===== config.mk =====
export PLATFORM = sky130hd
export DESIGN_NAME = demorgan_sweep_ctrl_flat
export DESIGN_NICKNAME = d
export VERILOG_FILES = /design/src/rtl/demorgan_pkg.sv /design/src/rtl/demorgan_sweep_ctrl_if.sv /design/src/rtl/demorgan_golden.sv /design/src/rtl/demorgan_sweep_ctrl.sv /design/src/flat_wrapper.sv
export SDC_FILE = /design/constraint.sdc
export NUM_CORES = 1
export LEC_CHECK = 0
export ABC_AREA = 0
export BUFFER_PORTS_ARGS = -buffer_cell sky130_fd_sc_hd__buf_2
export CAP_MARGIN = 10
export CORE_MARGIN = 5
export CORE_UTILIZATION = 45
export DETAILED_ROUTE_END_ITERATION = 12
export PLACE_DENSITY = 0.75
export SYNTH_ARGS = -nofsm -noshare
export SYNTH_HDL_FRONTEND = slang
export SYNTH_SLANG_ARGS = --single-unit

===== constraint.sdc =====
create_clock -name clk -period 2.8 [get_ports clk]
set_clock_uncertainty 0.15 [all_clocks]
set_input_delay 0.28 -clock clk [delete_from_list [all_inputs] [get_ports clk]]
set_output_delay 0.28 -clock clk [all_outputs]
set_load 0.005 [all_outputs]

===== src/rtl/demorgan_pkg.sv =====
// Shared constants for the De Morgan datapath self-test sequencer.
package demorgan_pkg;

  localparam int NUM_VECS = 4;
  localparam int VEC_W    = 2;

  typedef logic [VEC_W-1:0] vec_t;

  localparam logic [1:0] ST_IDLE   = 2'd0;
  localparam logic [1:0] ST_SETTLE = 2'd1;
  localparam logic [1:0] ST_SAMPLE = 2'd2;
  localparam logic [1:0] ST_DONE   = 2'd3;

endpackage


===== src/rtl/demorgan_sweep_ctrl_if.sv =====
// Handshake, drive and result bundle between the sweep controller and its host/datapath.
interface demorgan_sweep_ctrl_if
  import demorgan_pkg::*;
#(
  parameter int ERR_W = 4
);
  logic                start;
  logic                drive_a;
  logic                drive_b;
  logic                nAandnB;
  logic                npAorB;
  logic                nAornB;
  logic                npAandB;
  logic                busy;
  logic                done;
  logic                pass;
  logic [ERR_W-1:0]    err_count;
  logic [NUM_VECS-1:0] fail_vec;

  modport master (
    output start, nAandnB, npAorB, nAornB, npAandB,
    input  drive_a, drive_b, busy, done, pass, err_count, fail_vec
  );

  modport slave (
    input  start, nAandnB, npAorB, nAornB, npAandB,
    output drive_a, drive_b, busy, done, pass, err_count, fail_vec
  );
endinterface


===== src/rtl/demorgan_golden.sv =====
// Expected De Morgan outputs for a vector {A,B}, ordered {~A&~B, ~(A|B), ~A|~B, ~(A&B)}.
module demorgan_golden
  import demorgan_pkg::*;
(
  input  vec_t       vec_i,
  output logic [3:0] exp_o
);
  logic a;
  logic b;

  assign a     = vec_i[1];
  assign b     = vec_i[0];
  assign exp_o = {~a & ~b, ~(a | b), ~a | ~b, ~(a & b)};
endmodule


===== src/rtl/demorgan_sweep_ctrl.sv =====
// Built-in self-test sequencer: sweeps all {A,B} vectors through the datapath and scores the results.
//   state  | meaning
//   IDLE   | waiting for start; results held
//   SETTLE | vector driven, counting down the settle time
//   SAMPLE | compare datapath outputs to golden, advance vector
//   DONE   | one-cycle done pulse, then back to IDLE
module demorgan_sweep_ctrl
  import demorgan_pkg::*;
#(
  parameter int SETTLE_CYCLES = 1,
  parameter int ERR_W         = 4
) (
  input  logic                  clk,
  input  logic                  reset,
  demorgan_sweep_ctrl_if.slave  bus
);
  localparam int                CNT_W    = (SETTLE_CYCLES > 1) ? $clog2(SETTLE_CYCLES) : 1;
  localparam logic [CNT_W-1:0]  CNT_LOAD = CNT_W'(SETTLE_CYCLES - 1);
  localparam logic [ERR_W-1:0]  ERR_MAX  = '1;
  localparam vec_t              VEC_LAST = vec_t'(NUM_VECS - 1);

  logic [1:0]          state_q, state_d;
  vec_t                vec_q, vec_d;
  logic [CNT_W-1:0]    cnt_q, cnt_d;
  logic [1:0]          drive_q, drive_d;
  logic                busy_q, busy_d;
  logic                done_q, done_d;
  logic                pass_q, pass_d;
  logic [ERR_W-1:0]    err_q, err_d;
  logic [NUM_VECS-1:0] fail_q, fail_d;

  logic [3:0]          exp_vec;
  logic                mismatch;

  demorgan_golden u_golden (
    .vec_i (vec_q),
    .exp_o (exp_vec)
  );

  assign mismatch = ({bus.nAandnB, bus.npAorB, bus.nAornB, bus.npAandB} != exp_vec);

  always_comb begin
    state_d = state_q;
    vec_d   = vec_q;
    cnt_d   = cnt_q;
    drive_d = drive_q;
    busy_d  = busy_q;
    done_d  = 1'b0;
    pass_d  = pass_q;
    err_d   = err_q;
    fail_d  = fail_q;
    case (state_q)
      ST_IDLE: begin
        if (bus.start) begin
          state_d = ST_SETTLE;
          vec_d   = '0;
          cnt_d   = CNT_LOAD;
          drive_d = 2'b00;
          busy_d  = 1'b1;
          pass_d  = 1'b0;
          err_d   = '0;
          fail_d  = '0;
        end
      end
      ST_SETTLE: begin
        if (cnt_q == '0) state_d = ST_SAMPLE;
        else             cnt_d   = cnt_q - 1'b1;
      end
      ST_SAMPLE: begin
        // Counter saturates; fail_vec keeps recording regardless.
        if (mismatch) begin
          fail_d[vec_q] = 1'b1;
          if (err_q != ERR_MAX) err_d = err_q + 1'b1;
        end
        if (vec_q == VEC_LAST) begin
          state_d = ST_DONE;
          vec_d   = '0;
          drive_d = 2'b00;
          busy_d  = 1'b0;
          done_d  = 1'b1;
          pass_d  = (err_d == '0);
        end else begin
          state_d = ST_SETTLE;
          vec_d   = vec_q + 1'b1;
          drive_d = vec_q + 1'b1;
          cnt_d   = CNT_LOAD;
        end
      end
      ST_DONE: state_d = ST_IDLE;
      default: state_d = ST_IDLE;
    endcase
  end

  always_ff @(posedge clk) begin
    if (reset) begin
      state_q <= ST_IDLE;
      vec_q   <= '0;
      cnt_q   <= '0;
      drive_q <= 2'b00;
      busy_q  <= 1'b0;
      done_q  <= 1'b0;
      pass_q  <= 1'b0;
      err_q   <= '0;
      fail_q  <= '0;
    end else begin
      state_q <= state_d;
      vec_q   <= vec_d;
      cnt_q   <= cnt_d;
      drive_q <= drive_d;
      busy_q  <= busy_d;
      done_q  <= done_d;
      pass_q  <= pass_d;
      err_q   <= err_d;
      fail_q  <= fail_d;
    end
  end

  assign bus.drive_a   = drive_q[1];
  assign bus.drive_b   = drive_q[0];
  assign bus.busy      = busy_q;
  assign bus.done      = done_q;
  assign bus.pass      = pass_q;
  assign bus.err_count = err_q;
  assign bus.fail_vec  = fail_q;
endmodule

===== src/flat_wrapper.sv =====
// flat-port wrapper written by rule: the top's interface ports become plain ports
module demorgan_sweep_ctrl_flat import demorgan_pkg::*;
#(
  parameter int SETTLE_CYCLES = 1,
  parameter int ERR_W         = 4
)
  (clk, reset, bus_start, bus_nAandnB, bus_npAorB, bus_nAornB, bus_npAandB, bus_drive_a, bus_drive_b, bus_busy, bus_done, bus_pass, bus_err_count, bus_fail_vec);
  demorgan_sweep_ctrl_if #(.ERR_W(ERR_W)) bus_i ();
  input  logic clk;
  input  logic reset;
  input wire logic [$bits(bus_i.start)-1:0] bus_start;
  input wire logic [$bits(bus_i.nAandnB)-1:0] bus_nAandnB;
  input wire logic [$bits(bus_i.npAorB)-1:0] bus_npAorB;
  input wire logic [$bits(bus_i.nAornB)-1:0] bus_nAornB;
  input wire logic [$bits(bus_i.npAandB)-1:0] bus_npAandB;
  output wire logic [$bits(bus_i.drive_a)-1:0] bus_drive_a;
  output wire logic [$bits(bus_i.drive_b)-1:0] bus_drive_b;
  output wire logic [$bits(bus_i.busy)-1:0] bus_busy;
  output wire logic [$bits(bus_i.done)-1:0] bus_done;
  output wire logic [$bits(bus_i.pass)-1:0] bus_pass;
  output wire logic [$bits(bus_i.err_count)-1:0] bus_err_count;
  output wire logic [$bits(bus_i.fail_vec)-1:0] bus_fail_vec;
  assign bus_i.start = bus_start;
  assign bus_i.nAandnB = bus_nAandnB;
  assign bus_i.npAorB = bus_npAorB;
  assign bus_i.nAornB = bus_nAornB;
  assign bus_i.npAandB = bus_npAandB;
  assign bus_drive_a = bus_i.drive_a;
  assign bus_drive_b = bus_i.drive_b;
  assign bus_busy = bus_i.busy;
  assign bus_done = bus_i.done;
  assign bus_pass = bus_i.pass;
  assign bus_err_count = bus_i.err_count;
  assign bus_fail_vec = bus_i.fail_vec;
  demorgan_sweep_ctrl #(.SETTLE_CYCLES(SETTLE_CYCLES), .ERR_W(ERR_W)) u_core (.clk(clk), .reset(reset), .bus(bus_i));
endmodule

==> results.rst <==
.. list-table::
   :header-rows: 1

   * - Metric
     - Value
   * - Maximum fanout along the worst path
     - 12
   * - Number of antenna violations at the first check in global routing
     - 0
   * - DP Cell Count
     - 123
   * - Die H
     - 51.89 um
   * - Critical path launch point type
     - flop
   * - Switch Pwr
     - 0.1059 mW
   * - Startpoint of the most critical hold path
     - reset
   * - Floorplan row count
     - 15
   * - First-iteration detailed-routing DRC count
     - 8
   * - Cell internal power dissipation
     - 0.2906 mW
   * - Worst hold path depth
     - 2
   * - Status
     - complete, no violations
   * - ANT nets after route
     - 0
   * - Share of total power in combinational logic
     - 0.111
   * - Number of hold violations in the final report
     - 0
   * - P_leak
     - 0.4180 nW
   * - Diodes inserted
     - 0
   * - Max Cap Viol
     - 0
   * - # IOs
     - 20
   * - Data arrival at the endpoint of the critical path
     - ~2.2 ns
   * - Post-cts gate resize count
     - 0
   * - Core area
     - approximately 1700 sq um
   * - Final worst-path cycle share
     - 0.7763
   * - Number of filler instances in the final layout
     - about 160
   * - Count of input and output buffers
     - 19
   * - Number of cells on the worst reg-to-reg path
     - 6
   * - Kind of end point of the critical path
     - flop
   * - Setup violations, final
     - 0
   * - HPWL after DPL
     - 1.307 mm
   * - Area of the die
     - 2692 sq um
   * - Post-route minimum period
     - 2.174 ns
   * - Area taken by multi-input logic gates
     - around 460 sq um
   * - Drt pass-1 iters
     - 4
   * - Net Count, Synth
     - 101
   * - Initial core utilization
     - 0.4674
   * - Routed wire length
     - 1.721 mm
   * - Clock network fraction of design power
     - 0.322
   * - Summed negative setup slack over all endpoints
     - 0 ns
   * - Via density per instance
     - 5.575
   * - Unrepaired setup endpoints after global routing
     - no
   * - Post-CTS Setup Inserts
     - 0
   * - Maximum number of pins on one net before global-route repair
     - 13
   * - Worst setup slack for register-to-register paths
     - about 0.63 ns
   * - Cell with the largest stage delay on the worst path
     - o22ai_2
   * - Die X
     - 51.89 um
   * - Clock tree from TritonCTS
     - yes
   * - Htree depth
     - 1
   * - Vias in the first global route
     - 672
   * - Via Count
     - ~710
   * - Switching part of the total
     - 0.2671
   * - Power share of the sequential group
     - 0.567
   * - Reg2Reg Capture Point
     - u_core.bus.pass$_SDFFE_PP0P_
   * - Overall power after layout
     - 0.3966 mW
   * - P&R area growth vs syn
     - 16.32%
   * - Total congestion overflow after global routing
     - 0
   * - Root buf cell
     - clkbuf_4
   * - Crit Reg-Reg Startpoint
     - u_core.vec_q[0]$_SDFFE_PP0P_
   * - Combined flip-flop and latch cell area
     - 300.3 sq um
   * - Ys Warns
     - 0
   * - Flops & latches, synth
     - 15
   * - Worst-Skew Late Latency
     - 0.29 ns
   * - GPL Wtd Cong
     - a little over 0.8
   * - Maximum operating frequency
     - 460.1 MHz
   * - Peak per-stage delay on the critical path
     - 0.45 ns
   * - Critical path cell sequence
     - ha_1 -> and3b_1 -> o22ai_2 -> nand4b_2 -> o211a_1 -> o21ai_1
   * - Req. time, crit path
     - 2.87 ns
   * - Hold worst-path end
     - u_core.state_q[0]$_SDFFE_PP0P_
   * - Number of remaining DRC errors
     - 0
   * - Critical setup path kind
     - reg -> reg
   * - Area of the mapped netlist
     - 789.5 sq um
   * - Fraction of layout cells with a size suffix above 1
     - 0.2545
   * - Number of pins exceeding their max-slew limit in the final report
     - 0
   * - Number of clock buffers inserted by TritonCTS
     - 3
   * - Sequential area share after synthesis
     - 0.3803
   * - Relative max-transition margin
     - 0.6230
   * - Final layout net count
     - 123
   * - Total power per unit cell area
     - 431.8 nW/um^2
   * - Core utilization of the finished layout
     - 0.5437
   * - Post-Syn Area per Cell
     - between 8 and 9 sq um
   * - Maximum buffer depth of the clock tree
     - 2
   * - Global-route total usage across every layer
     - 0.1463
   * - Worst ir drop on vdd
     - 0.3461 mV
   * - Clock transition time at the flip-flop clock pins of the worst setup and hold paths
     - ~0.10 ns
   * - Worst path buffer plus inverter count
     - 0
   * - Wire length of the first global-routing pass
     - 2.815 mm
   * - Post-detailed-route wirelength per cell
     - 13.55 um
   * - Min-delay worst type
     - in -> reg
   * - Gate count after technology mapping
     - 89
   * - CTS Hold Buffers Added
     - 0
   * - Cell family with most CP delay
     - compound AO/OA/AOI/OAI gates
   * - Clock net sink count
     - 15
   * - Measured slew at the worst slew-check pin
     - 0.5618 ns
   * - Post-Layout Cell Count
     - 127
   * - Cell variety after synth
     - 34
-- cells by family (layout without fill, tap and decap cells) --
logic type | after synthesis | in the layout | share of synthesized area
adder cells (fa/ha/maj) | 5 | 5 | 0.07924
buffers and inverters | 7 | 28 | 0.04279
multiplexers | 1 | 1 | 0.01268
AND/OR/NAND/NOR | 35 | 35 | 0.2456
AO/OA/AOI/OAI | 26 | 26 | 0.2393
flip-flops | 15 | 15 | 0.3804
-- how the worst max path moves through the flow --
stage                            startpoint                      endpoint  cells after the start
2_1_floorplan  u_core.vec_q[0]$_SDFFE_PP0P_  u_core.bus.pass$_SDFFE_PP0P_                      8
3_3_place_gp   u_core.vec_q[0]$_SDFFE_PP0P_  u_core.bus.pass$_SDFFE_PP0P_                      6
3_5_place_dp   u_core.vec_q[0]$_SDFFE_PP0P_  u_core.bus.pass$_SDFFE_PP0P_                      6
4_1_cts        u_core.vec_q[0]$_SDFFE_PP0P_  u_core.bus.pass$_SDFFE_PP0P_                      6
5_1_grt        u_core.vec_q[0]$_SDFFE_PP0P_  u_core.bus.pass$_SDFFE_PP0P_                      6
6_report       u_core.vec_q[0]$_SDFFE_PP0P_  u_core.bus.pass$_SDFFE_PP0P_                      6
-- metrics by stage --
step | area (sq um) | worst slack (ns) | hold WS, ns
floorplan | 789.5 | 0.9594 | 0.3045
global route | 918.4 | 0.4550 | 0.1622
detailed placement | 890.9 | 0.6559 | 0.3093
CTS | 918.4 | 0.6182 | 0.1411
global placement | 890.9 | 0.7991 | 0.2940
finish | 918.4 | 0.6264 | 0.1452
-- cells in the mapped netlist --
| master | count | area [sq um] |
|---|---|---|
| nor2_1 | 13 | 48.80 |
| and3_1 | 1 | 6.260 |
| a32oi_1 | 1 | 8.760 |
| o211a_1 | 1 | 10.01 |
| dfxtp_1 | 15 | 300.3 |
| or2b_1 | 1 | 7.510 |
| and3b_1 | 1 | 8.760 |
| ha_1 | 5 | 62.56 |
| o21ba_2 | 1 | 10.01 |
| nand2_1 | 4 | 15.01 |
| and4_1 | 1 | 8.760 |
| or3_1 | 1 | 6.260 |
| o21ai_0 | 3 | 15.01 |
| nand4_1 | 2 | 12.51 |
| nand4b_1 | 1 | 8.760 |
| o22ai_2 | 1 | 12.51 |
| nand2b_1 | 1 | 6.260 |
| a22oi_1 | 1 | 7.510 |
| buf_6 | 1 | 11.26 |
| nand4b_2 | 1 | 15.01 |
| o21bai_1 | 1 | 7.510 |
| nand3_1 | 1 | 5.000 |
| a21oi_1 | 11 | 55.05 |
| inv_1 | 5 | 18.77 |
| o2bb2ai_1 | 1 | 8.760 |
| a31oi_1 | 1 | 6.260 |
| nor3b_2 | 1 | 12.51 |
| mux2i_1 | 1 | 10.01 |
| a41o_1 | 1 | 10.01 |
| nor2b_1 | 2 | 12.51 |
| clkbuf_1 | 1 | 3.750 |
| nor3_1 | 4 | 20.02 |
| o21ai_1 | 2 | 10.01 |
| a2111oi_4 | 1 | 27.53 |
-- worst register-to-register path, delay by kind of cell, from the launching register on --
| kind | cells | cell delay (ns) |
|---|---|---|
| compound gates | 3 | 0.82 |
| fa+ha+maj | 1 | 0.31 |
| flops | 1 | 0.42 |
| simple gates | 2 | 0.41 |
-- state kept, by name, summed over array words and instances (netlist names) --
name                  cells
u_core.state_q            2
u_core.bus.fail_vec       4
u_core.bus.pass           1
u_core.bus.err_count      4
u_core.bus.done           1
u_core.bus.busy           1
u_core.vec_q              2
-- placed cells by master, fill, tap and decap left out, types with 2 or more instances in the layout --
cell,count
ha_1,5
buf_2,19
nor2b_1,2
inv_1,5
nor2_1,13
nor3_1,4
nand2_1,4
dfxtp_1,15
clkbuf_4,3
o21ai_0,3
a21oi_1,11
nand4_1,2
o21ai_1,2
-- area by class of cell --
type	instances	area share
timing repair buffer	19	0.1035
tap	17	0.02316
clock buffer	3	0.02452
sequential	15	0.3270
clock inverter	1	0.005450
multi-input combinational	67	0.4959
inverter	5	0.02044
-- metal layers --
layer  up-vias  track usage  part of all wire
li1        363            -                 -
met1       324       0.1649              0.44
met2        15       0.2259              0.46
met3         6      0.04298             0.053
met4         0       0.1179             0.037
met5         -            0                 0
-- power groups by stage --
stage / clock network, mW / logic [mW] / registers (mW)
2_1_floorplan: 0 / 0.0288 / 0.229
3_3_place_gp: 0 / 0.0431 / 0.229
3_5_place_dp: 0 / 0.0440 / 0.230
4_1_cts: 0.131 / 0.0443 / 0.225
5_1_grt: 0.137 / 0.0497 / 0.226
6_report: 0.128 / 0.0441 / 0.225
No activity file was read; power rests on OpenSTA's default activity.
